--- config.mk ---
export PLATFORM = sky130hd
export DESIGN_NAME = dmem_ctrl_flat
export DESIGN_NICKNAME = d
export VERILOG_FILES = /design/src/rtl/dmem_ctrl_pkg.sv /design/src/rtl/dmem_ctrl_if.sv /design/src/rtl/dmem_align.sv /design/src/rtl/dmem_ctrl.sv /design/src/flat_wrapper.sv
export SDC_FILE = /design/constraint.sdc
export NUM_CORES = 1
export LEC_CHECK = 0
export CAP_MARGIN = 20
export CORE_AREA = 5 5 97 166
export DETAILED_ROUTE_END_ITERATION = 6
export DIE_AREA = 0 0 102 171
export PLACE_DENSITY_LB_ADDON = 0.05
export SYNTH_ARGS = -nofsm -noshare
export SYNTH_HDL_FRONTEND = slang
export SYNTH_SLANG_ARGS = --single-unit
--- constraint.sdc ---
create_clock -name clk -period 2.69 [get_ports clk]
set_clock_uncertainty 0.1 [all_clocks]
set_input_delay 0.4035 -clock clk [delete_from_list [all_inputs] [get_ports clk]]
set_output_delay 0.4035 -clock clk [all_outputs]
set_load 0.1 [all_outputs]
--- src/rtl/dmem_ctrl_pkg.sv ---
// Shared types and constants for the data-memory load/store controller.
package dmem_ctrl_pkg;

  localparam int unsigned DATA_W = 32;
  localparam int unsigned MASK_W = 4;

  localparam logic [2:0] F3_LB  = 3'd0;
  localparam logic [2:0] F3_LH  = 3'd1;
  localparam logic [2:0] F3_LW  = 3'd2;
  localparam logic [2:0] F3_LBU = 3'd4;
  localparam logic [2:0] F3_LHU = 3'd5;
  localparam logic [2:0] F3_SB  = 3'd0;
  localparam logic [2:0] F3_SH  = 3'd1;
  localparam logic [2:0] F3_SW  = 3'd2;

  typedef enum logic [1:0] {
    DMC_IDLE = 2'd0,
    DMC_RD   = 2'd1,
    DMC_WR   = 2'd2,
    DMC_RESP = 2'd3
  } dmc_state_e;

  // Width codes with no RV32I meaning for the given direction.
  function automatic logic illegal_f3(input logic we, input logic [2:0] f3);
    if (we) return (f3 > 3'd2);
    return (f3 == 3'd3) || (f3 == 3'd6) || (f3 == 3'd7);
  endfunction

endpackage

--- src/rtl/dmem_ctrl_if.sv ---
// Request/response handshake plus BRAM port bundle of the data-memory controller.
interface dmem_ctrl_if #(parameter int unsigned ADDR_W = 10);
  import dmem_ctrl_pkg::*;

  logic                req_valid;
  logic                req_ready;
  logic                req_we;
  logic [2:0]          req_funct3;
  logic [DATA_W-1:0]   req_addr;
  logic [DATA_W-1:0]   req_wdata;
  logic                resp_valid;
  logic [DATA_W-1:0]   resp_rdata;
  logic                resp_err;
  logic                busy;
  logic [ADDR_W-1:0]   mem_r_addr;
  logic                mem_r_enb;
  logic [DATA_W-1:0]   mem_r_dat;
  logic [ADDR_W-1:0]   mem_w_addr;
  logic [DATA_W-1:0]   mem_w_dat;
  logic [MASK_W-1:0]   mem_w_enb;

  modport master (
    output req_valid, req_we, req_funct3, req_addr, req_wdata, mem_r_dat,
    input  req_ready, resp_valid, resp_rdata, resp_err, busy,
    input  mem_r_addr, mem_r_enb, mem_w_addr, mem_w_dat, mem_w_enb
  );

  modport slave (
    input  req_valid, req_we, req_funct3, req_addr, req_wdata, mem_r_dat,
    output req_ready, resp_valid, resp_rdata, resp_err, busy,
    output mem_r_addr, mem_r_enb, mem_w_addr, mem_w_dat, mem_w_enb
  );

endinterface

--- src/rtl/dmem_align.sv ---
// Lane steering: sub-word load extraction, store lane merge and alignment check.
module dmem_align
  import dmem_ctrl_pkg::*;
(
  input  logic [2:0]        funct3,
  input  logic [1:0]        lane,
  input  logic [DATA_W-1:0] rword,
  input  logic [DATA_W-1:0] wdata,
  output logic [DATA_W-1:0] load_data,
  output logic [DATA_W-1:0] store_word,
  output logic              misalign
);

  logic [7:0]  byte_v;
  logic [15:0] half_v;

  assign byte_v = rword[{lane, 3'b000} +: 8];
  assign half_v = rword[{lane[1], 4'b0000} +: 16];

  // funct3[1:0] encodes access size for both loads and stores.
  always_comb begin
    misalign = 1'b0;
    case (funct3[1:0])
      2'b01:   misalign = lane[0];
      2'b10:   misalign = |lane;
      default: misalign = 1'b0;
    endcase
  end

  always_comb begin
    load_data = '0;
    case (funct3)
      F3_LB:   load_data = {{24{byte_v[7]}}, byte_v};
      F3_LH:   load_data = {{16{half_v[15]}}, half_v};
      F3_LW:   load_data = rword;
      F3_LBU:  load_data = {24'd0, byte_v};
      F3_LHU:  load_data = {16'd0, half_v};
      default: load_data = '0;
    endcase
  end

  always_comb begin
    store_word = rword;
    case (funct3)
      F3_SB:   store_word[{lane, 3'b000} +: 8]    = wdata[7:0];
      F3_SH:   store_word[{lane[1], 4'b0000} +: 16] = wdata[15:0];
      default: store_word = wdata;
    endcase
  end

endmodule

--- src/rtl/dmem_ctrl.sv ---
// Load/store sequencer for a word-only BRAM; sub-word stores become read-modify-write.
module dmem_ctrl
  import dmem_ctrl_pkg::*;
#(
  parameter int unsigned ADDR_W = 10
) (
  input  logic       clk,
  input  logic       rst,
  dmem_ctrl_if.slave bus
);

  dmc_state_e          state;
  logic                lat_we;
  logic [2:0]          lat_f3;
  logic [ADDR_W+1:0]   lat_addr;
  logic [DATA_W-1:0]   lat_wdata;

  logic                idle;
  logic [2:0]          al_f3;
  logic [1:0]          al_lane;
  logic [DATA_W-1:0]   load_data;
  logic [DATA_W-1:0]   store_word;
  logic                misalign;
  logic                fault_c;

  assign idle          = (state == DMC_IDLE);
  assign bus.req_ready = idle;

  // In IDLE the aligner screens the incoming request; afterwards it works on the latched one.
  assign al_f3   = idle ? bus.req_funct3    : lat_f3;
  assign al_lane = idle ? bus.req_addr[1:0] : lat_addr[1:0];

  dmem_align u_align (
    .funct3     (al_f3),
    .lane       (al_lane),
    .rword      (bus.mem_r_dat),
    .wdata      (lat_wdata),
    .load_data  (load_data),
    .store_word (store_word),
    .misalign   (misalign)
  );

  assign fault_c = misalign
                 | (|bus.req_addr[DATA_W-1:ADDR_W+2])
                 | illegal_f3(bus.req_we, bus.req_funct3);

  always_ff @(posedge clk) begin
    if (rst) begin
      state          <= DMC_IDLE;
      lat_we         <= 1'b0;
      lat_f3         <= '0;
      lat_addr       <= '0;
      lat_wdata      <= '0;
      bus.busy       <= 1'b0;
      bus.resp_valid <= 1'b0;
      bus.resp_err   <= 1'b0;
      bus.resp_rdata <= '0;
      bus.mem_r_enb  <= 1'b0;
      bus.mem_r_addr <= '0;
      bus.mem_w_enb  <= '0;
      bus.mem_w_addr <= '0;
      bus.mem_w_dat  <= '0;
    end else begin
      bus.resp_valid <= 1'b0;
      bus.resp_err   <= 1'b0;
      bus.resp_rdata <= '0;
      bus.mem_r_enb  <= 1'b0;
      bus.mem_r_addr <= '0;
      bus.mem_w_enb  <= '0;
      bus.mem_w_addr <= '0;
      bus.mem_w_dat  <= '0;

      case (state)
        DMC_IDLE: begin
          if (bus.req_valid) begin
            lat_we    <= bus.req_we;
            lat_f3    <= bus.req_funct3;
            lat_addr  <= bus.req_addr[ADDR_W+1:0];
            lat_wdata <= bus.req_wdata;
            bus.busy  <= 1'b1;
            if (fault_c) begin
              state          <= DMC_RESP;
              bus.resp_valid <= 1'b1;
              bus.resp_err   <= 1'b1;
            end else if (bus.req_we && (bus.req_funct3 == F3_SW)) begin
              state          <= DMC_WR;
              bus.mem_w_enb  <= {MASK_W{1'b1}};
              bus.mem_w_addr <= bus.req_addr[ADDR_W+1:2];
              bus.mem_w_dat  <= bus.req_wdata;
            end else begin
              state          <= DMC_RD;
              bus.mem_r_enb  <= 1'b1;
              bus.mem_r_addr <= bus.req_addr[ADDR_W+1:2];
            end
          end
        end

        // Read data is consumed at this edge, either as a load result or as the merge base.
        DMC_RD: begin
          if (lat_we) begin
            state          <= DMC_WR;
            bus.mem_w_enb  <= {MASK_W{1'b1}};
            bus.mem_w_addr <= lat_addr[ADDR_W+1:2];
            bus.mem_w_dat  <= store_word;
          end else begin
            state          <= DMC_RESP;
            bus.resp_valid <= 1'b1;
            bus.resp_rdata <= load_data;
          end
        end

        DMC_WR: begin
          state          <= DMC_RESP;
          bus.resp_valid <= 1'b1;
        end

        DMC_RESP: begin
          state    <= DMC_IDLE;
          bus.busy <= 1'b0;
        end

        default: begin
          state    <= DMC_IDLE;
          bus.busy <= 1'b0;
        end
      endcase
    end
  end

endmodule
--- src/flat_wrapper.sv ---
// flat-port wrapper written by rule: the top's interface ports become plain ports
module dmem_ctrl_flat import dmem_ctrl_pkg::*;
#(
  parameter int unsigned ADDR_W = 10
)
  (clk, rst, bus_req_valid, bus_req_we, bus_req_funct3, bus_req_addr, bus_req_wdata, bus_mem_r_dat, bus_req_ready, bus_resp_valid, bus_resp_rdata, bus_resp_err, bus_busy, bus_mem_r_addr, bus_mem_r_enb, bus_mem_w_addr, bus_mem_w_dat, bus_mem_w_enb);
  dmem_ctrl_if #(.ADDR_W(ADDR_W)) bus_i ();
  input  logic clk;
  input  logic rst;
  input wire logic [$bits(bus_i.req_valid)-1:0] bus_req_valid;
  input wire logic [$bits(bus_i.req_we)-1:0] bus_req_we;
  input wire logic [$bits(bus_i.req_funct3)-1:0] bus_req_funct3;
  input wire logic [$bits(bus_i.req_addr)-1:0] bus_req_addr;
  input wire logic [$bits(bus_i.req_wdata)-1:0] bus_req_wdata;
  input wire logic [$bits(bus_i.mem_r_dat)-1:0] bus_mem_r_dat;
  output wire logic [$bits(bus_i.req_ready)-1:0] bus_req_ready;
  output wire logic [$bits(bus_i.resp_valid)-1:0] bus_resp_valid;
  output wire logic [$bits(bus_i.resp_rdata)-1:0] bus_resp_rdata;
  output wire logic [$bits(bus_i.resp_err)-1:0] bus_resp_err;
  output wire logic [$bits(bus_i.busy)-1:0] bus_busy;
  output wire logic [$bits(bus_i.mem_r_addr)-1:0] bus_mem_r_addr;
  output wire logic [$bits(bus_i.mem_r_enb)-1:0] bus_mem_r_enb;
  output wire logic [$bits(bus_i.mem_w_addr)-1:0] bus_mem_w_addr;
  output wire logic [$bits(bus_i.mem_w_dat)-1:0] bus_mem_w_dat;
  output wire logic [$bits(bus_i.mem_w_enb)-1:0] bus_mem_w_enb;
  assign bus_i.req_valid = bus_req_valid;
  assign bus_i.req_we = bus_req_we;
  assign bus_i.req_funct3 = bus_req_funct3;
  assign bus_i.req_addr = bus_req_addr;
  assign bus_i.req_wdata = bus_req_wdata;
  assign bus_i.mem_r_dat = bus_mem_r_dat;
  assign bus_req_ready = bus_i.req_ready;
  assign bus_resp_valid = bus_i.resp_valid;
  assign bus_resp_rdata = bus_i.resp_rdata;
  assign bus_resp_err = bus_i.resp_err;
  assign bus_busy = bus_i.busy;
  assign bus_mem_r_addr = bus_i.mem_r_addr;
  assign bus_mem_r_enb = bus_i.mem_r_enb;
  assign bus_mem_w_addr = bus_i.mem_w_addr;
  assign bus_mem_w_dat = bus_i.mem_w_dat;
  assign bus_mem_w_enb = bus_i.mem_w_enb;
  dmem_ctrl #(.ADDR_W(ADDR_W)) u_core (.clk(clk), .rst(rst), .bus(bus_i));
endmodule
Yosys cells after proc, flatten, opt, wreduce, memory -nomap -nowiden

Index checks and enable logic that the tools add are counted.

Output and inout port bits: 93
Word-level logic and storage cells: 93
Bits of input ports: 103
Flip-flop bits (word level): 142

Reduce and logical (&&, ||, !) cells: 14
Shifts and indexed selects: 6
Add/sub/neg operators: 2
Mux-type cells: 37
Magnitude comparators: 1
Bitwise gates (word level): 5
Equality and inequality tests: 14

Operator list:

| kind                      | count |
|---|---|
| $pmux W32 S5              | 1 |
| $mux W32                  | 4 |
| $pmux W32 S2              | 2 |
| $bwmux W32                | 2 |
| $mux W10                  | 4 |
| $shift A16 B7 Y32 const A | 1 |
| $shift A8 B7 Y32 const A  | 1 |
| $shiftx A16 B7 Y32        | 1 |
| $shiftx A32 B6 Y16        | 1 |
| $shiftx A32 B6 Y8         | 1 |
| $shiftx A8 B7 Y32         | 1 |
| $pmux W10 S2              | 1 |
| $reduce_or A20 Y1         | 1 |
| $mux W4                   | 4 |
| $neg A5 Y7                | 2 |
| $eq A3 B3 Y1 const B      | 4 |
| $eq A3 B2 Y1 const B      | 3 |
| $mux W1                   | 9 |
| $mux W2                   | 4 |
| $pmux W2 S4               | 1 |
| $pmux W4 S2               | 1 |
| $eq A2 B2 Y1 const B      | 3 |
| $reduce_or A5 Y1          | 1 |
| $eq A2 B1 Y1 const B      | 2 |
| 17 further kinds          | 24 |

Depth between registers and ports, before layout

Depth in word-level cells: 9
Depth in mapped cells: 14
Depth with buffers taken out: 10

Hierarchy

Synthesis repeated with hierarchy kept, for this count alone.

Cells, all modules: 696
Area total of the unflattened synthesis: 6278.5 um^2

Modules (own cells, without submodules):

| module     | area an instance (um^2) | times used | cells an instance | sequential area each (um^2) |
|---|---|---|---|---|
| dmem_ctrl  | 4702.0                  | 1          | 494               | 2782.7 |
| dmem_align | 1576.5                  | 1          | 202               | 0.0 |

Worst setup path after synthesis

OpenSTA, ideal clock, no wires.

Path type: flip-flop to flip-flop
From: register u_core.state[0]
To: register u_core.bus.mem_w_dat[10]
Data required time: 2.457 ns
Buffers on the path: 5
Arrival: 3.515 ns
Setup time: 0.133 ns
Setup slack: -1.059 ns
Clock period less this slack: 3.749 ns
Stages on the path, launching flop included: 15
Cells stage by stage: dfxtp_1 > inv_1 > ha_1 > buf_6 > buf_2 > buf_2 > mux2i_1 > inv_1 > ha_1 > buf_1 > a211oi_2 > nor2_1 > buf_2 > a222oi_1 > o21ai_0

Cells in the longest elaborated chain, start to end: 9
Elaborated cells on any way between the ends: 25
Classes of those cells: add/sub (2); eq/ne (4); shift (4); mux (10); bitwise (2); reduce/logical (3)

Ends and longest elaborated chain:

| what                                                               | line               | RTL |
|---|---|---|
| start, declared                                                    | dmem_ctrl.sv:12    | `dmc_state_e state;` |
| start signal, assigned                                             | dmem_ctrl.sv:49    | `state <= DMC_IDLE;` |
| start signal, assigned                                             | dmem_ctrl.sv:82    | `state <= DMC_RESP;` |
| start signal, assigned                                             | dmem_ctrl.sv:86    | `state <= DMC_WR;` |
| $logic_not A2 Y1 (*)                                               | dmem_ctrl.sv:26    | `assign idle = (state == DMC_IDLE);` |
| named net bus_req_ready                                            | flat_wrapper.sv:16 | `output wire logic [$bits(bus_i.req_ready)-1:0] bus_req_ready;` |
| parallel branches: the longest is 7 deep, another holds $neg A5 Y7 | --                 |  |
| $pmux W32 S2 (*)                                                   | dmem_ctrl.sv:73    | `case (state)` |
| end signal, assigned                                               | dmem_ctrl.sv:89    | `bus.mem_w_dat <= bus.req_wdata;` |
| end signal, assigned                                               | dmem_ctrl.sv:104   | `bus.mem_w_dat <= store_word;` |
| end, declared                                                      | dmem_ctrl_if.sv:31 | `output mem_r_addr, mem_r_enb, mem_w_addr, mem_w_dat, mem_w_enb` |

Mark *: on every way through the listed nets, which the timed path passes.
A chain may end at the register's enable or synchronous reset.

Final worst setup path

From: register u_core.state[0]
To: register u_core.bus.mem_r_addr[2]

Cells in the longest elaborated chain, start to end: 7
Elaborated cells on any way between the ends: 11
Classes of those cells: eq/ne (2); mux (3); bitwise (3); reduce/logical (3)

Ends and longest elaborated chain:

| what                                       | line                             | RTL |
|---|---|---|
| $logic_not A2 Y1 (*)                       | dmem_ctrl.sv:26, dmem_ctrl.sv:73 |  |
| $mux W3 or $mux W2 (tied branches)         | dmem_ctrl.sv:30, dmem_ctrl.sv:31 |  |
| $eq A2 B2 Y1, or another cell as far along | dmem_align.sv:23                 | `case (funct3[1:0])` |
| $pmux W1 S2                                | dmem_align.sv:23                 |  |
| $or A1 B1 Y1                               | dmem_ctrl.sv:44                  | `\| (\|bus.req_addr[DATA_W-1:ADDR_W+2])` |
| $or A1 B1 Y1                               | dmem_ctrl.sv:45                  | `\| illegal_f3(bus.req_we, bus.req_funct3);` |
| $reduce_or A5 Y1 (no line) (*)             | --                               |  |
| end signal, assigned                       | dmem_ctrl.sv:93                  | `bus.mem_r_addr <= bus.req_addr[ADDR_W+1:2];` |
| end, declared                              | dmem_ctrl_if.sv:31               |  |

Mark *: on every way between the ends. The rest lies on a longest branch, timed or not.

==> impl_metrics.py <==
metrics = {
    "run_status": {
        "status": "completed",
    },
    "routing": {
        "drc": 0,
        "antenna_left": 0,
        "viasPerCell": 5.59,
        "drt_wl_total_um": 22700,
        "first_pass_iters": 6,
        "wl_per_cell_um": 20.6,
        "dr_total_vias": 6163,
        "first_iter_violations": 437,
    },
    "yosys": {
        "netlist_instances": 680,
        "synth_seq_cells": 139,
        "synthTopCellsByArea": "dfxtp_1, nand2_1, a21oi_1",
        "synth_top_area_share_pct": 47.8,
        "synth_edf_count": 0,
        "synth.cell_area_mm2": 0.00582,
        "synthArstFlopShare_pct": 0,
        "syn_area_per_cell_um2": 8.56,
        "synth_top_cell_by_area": "dfxtp_1",
        "yosys.cell_types.count": 57,
        "ys_warn_count": 0,
        "ys_seq_area_share_pct": 47.8,
        "syn_nets": 793,
        "ys.flop_type": "dfxtp_1",
    },
    "placed_design": {
        "numPortBuffers": 195,
        "dpl.cell_count": 1062,
        "dpl.hpwl_um": 16800,
        "place_congestion": 0.917,
    },
    "timing": {
        "setup_viol": 0,
        "worstMarginPinSlew_ns": 0.668,
        "final_hold_viol_count": 0,
        "relSlewSlack_pct": 55.5,
        "maxSlewViolCount": 0,
        "clock.fmax_ghz": 0.380,
        "finalCritPeriodShare_pct": 97.9,
        "period_minus_slack_ns": 2.63,
        "rsz0062_at_grt": "yes",
    },
    "grt": {
        "grtUsageTotal_pct": 25.6,
        "grt_remaining_overflow": 0,
        "grt_pass1_wl_um": 34200,
        "grt_max_degree": 57,
        "grt_pass1_vias": 6290,
        "grt_antenna_before_repair": 0,
    },
    "final_layout": {
        "mostFrequentLayoutCells": "nand2_1, buf_4, dfxtp_1",
        "drive_gt1_share_pct": 24.9,
        "antenna_cells": 0,
        "final_nets": 1022,
        "layout_commonest_cell": "nand2_1",
        "area_delta_synth_final_pct": 52.6,
        "final_cell_count_no_fill": 1103,
        "postLayoutCoreUtil_pct": 60.5,
    },
    "pwr": {
        "leakage_nw": 3.48,
        "p_per_area_mw_per_mm2": 967,
        "vdd_drop_max_mv": 0.703,
    },
    "floorplan": {
        "die_area_mm2": 0.0174,
        "fp-row-count": 59,
        "io_pins": 196,
        "core_area_mm2": 0.0147,
        "die_height_um": 171,
        "die_w_um": 102,
        "initial_core_util_pct": 39.6,
    },
    "critical_path": {
        "critical-path-top-delay-family": "simple AND/OR/NAND/NOR gates",
        "arrival_ns": 2.88,
        "crit_chain": "inv_2 -> ha_4 -> mux2i_4 -> inv_1 -> ha_2 -> nand3b_1 -> nand4_1 -> a311o_1 -> nor4_4 -> buf_4 -> and2_1",
        "critPathLaunch": "u_core.state[0]$_SDFFE_PP0P_",
        "regToRegSetupSlack_ns": 0.06,
        "critPathLaunchType": "flop",
        "cp_max_fo": 8,
        "crit_buf_inv": 3,
        "crit_cells": 11,
        "crit_path_end_kind": "flop",
        "worstPathRequired_ns": 2.94,
        "crit_end": "u_core.bus.mem_r_addr[2]$_SDFF_PP0_",
        "path_class": "reg2reg",
        "timing.rr.end": "u_core.bus.mem_r_addr[2]$_SDFF_PP0_",
        "reg2reg_from": "u_core.state[0]$_SDFFE_PP0P_",
        "rr_worst_depth": 11,
        "critical-path-max-stage-delay_ns": 0.39,
        "slowest_stage": "a311o_1",
    },
    "cts": {
        "clock_latency_ns": 0.41,
        "cts.clk_slew.worst_paths_ns": 0.06,
        "htree_levels": 4,
        "cts_tree": "yes",
        "cts_root_buffer": "clkbuf_16",
        "clock_path_buffers": 2,
        "cts_sinks": 139,
        "numCtsBuffers": 17,
    },
    "min_path": {
        "holdCritPathClass": "reg2reg",
    },
    "run": {
        "cap_violations": 0,
    },
}
## cells by family after synthesis
logic type	share of synthesized area [%]
AO/OA/AOI/OAI	25.4
adder cells (fa/ha/maj)	2.15
buffers and inverters	4.73
flip-flops	47.8
multiplexers	1.42
AND/OR/NAND/NOR	18.5
## stage by stage
step                total power [mW]  hold slack [ns]  cell area (um^2)  worst slack [ns]  setup TNS (ns)
floorplan                       4.85            0.325              5980            -0.235          -12.77
global placement                6.03            0.336              8160            -0.127           -1.41
detailed placement              6.08            0.340              8160            -0.205           -2.61
CTS                             8.49            0.353              8760           0.00886               0
global route                    8.98            0.370              8890           -0.0805          -0.588
finish                          8.59            0.352              8890            0.0564               0
## Yosys cell counts, drive strengths merged (6+ instances only)
cell type and count:
a21o 9, and2 14, a22oi 17, nand4 8, o221ai 16, ha 10, dfxtp 139, nand3 13
buf 24, a21oi 90, nor2 18, inv 10, nand2 163, o21a 8, nor4 6, clkbuf 25
o21ai 37, a222oi 22
## flip-flops by register name, indices dropped and copies added, names as in the netlist, 2 cells and up
name	cells
u_core.lat_wdata	32
u_core.lat_f3	3
u_core.bus.resp_rdata	32
u_core.lat_addr	12
u_core.state	2
u_core.bus.mem_w_addr	10
u_core.bus.mem_w_dat	32
u_core.bus.mem_r_addr	10
## routing by layer
metal	global-route usage, %	part of all wire [%]	vias to the layer above
li1	-	-	2909
met1	30.2	38	2941
met2	45.3	52	283
met3	5.30	7.3	30
met4	8.85	2.4	0
met5	0	0	-
## worst min path at each step
stage                                           startpoint                             endpoint  slack (ns)  cells past startpoint
after global routing       u_core.lat_addr[5]$_SDFFE_PP0P_  u_core.bus.mem_w_addr[3]$_SDFF_PP0_        0.37                      2
after global placement    u_core.lat_addr[10]$_SDFFE_PP0P_  u_core.bus.mem_w_addr[8]$_SDFF_PP0_        0.34                      2
final                     u_core.lat_addr[10]$_SDFFE_PP0P_  u_core.bus.mem_w_addr[8]$_SDFF_PP0_        0.35                      2
after detailed placement   u_core.lat_addr[7]$_SDFFE_PP0P_  u_core.bus.mem_w_addr[5]$_SDFF_PP0_        0.34                      2
after CTS                  u_core.lat_addr[2]$_SDFFE_PP0P_  u_core.bus.mem_w_addr[0]$_SDFF_PP0_        0.35                      2
after floorplan            u_core.lat_addr[7]$_SDFFE_PP0P_  u_core.bus.mem_w_addr[5]$_SDFF_PP0_        0.32                      2
## where the power goes
| part | leakage [nW] | total (mW) | internal (mW) | switching (mW) |
|---|---|---|---|---|
| clock network | 0.287 | 2.40 | 1.46 | 0.941 |
| registers | 1.13 | 2.45 | 2.28 | 0.170 |
| logic | 2.07 | 3.75 | 1.40 | 2.34 |
## what timing repair did
| item | 4_1_cts | 5_1_grt |
|---|---|---|
| cloned | 0 | 1 |
| hold buffers | 0 | 0 |
| setup endpoints to repair | 11 | 31 |
| gates resized for setup | 1 | 11 |
| setup buffers | 0 | 10 |
| pin swaps | 0 | 3 |
## final cells by class
| class | instances | area [um^2] |
|---|---|---|
| Multi-Input combinational cell | 482 | 2930 |
| Inverter | 10 | 37.5 |
| Clock inverter | 13 | 170 |
| Sequential cell | 139 | 2790 |
| Tap cell | 183 | 229 |
| Fill cell | 1314 | 5800 |
| Timing Repair Buffer | 259 | 2310 |
| Clock buffer | 17 | 425 |
## worst min-delay path, delay by kind of cell, from the launching register on
family,cells,cell delay [ns]
simple gates,1,0.05
flops,1,0.32
compound gates,1,0.05
Note: power is estimated with default switching activity, not from simulation.
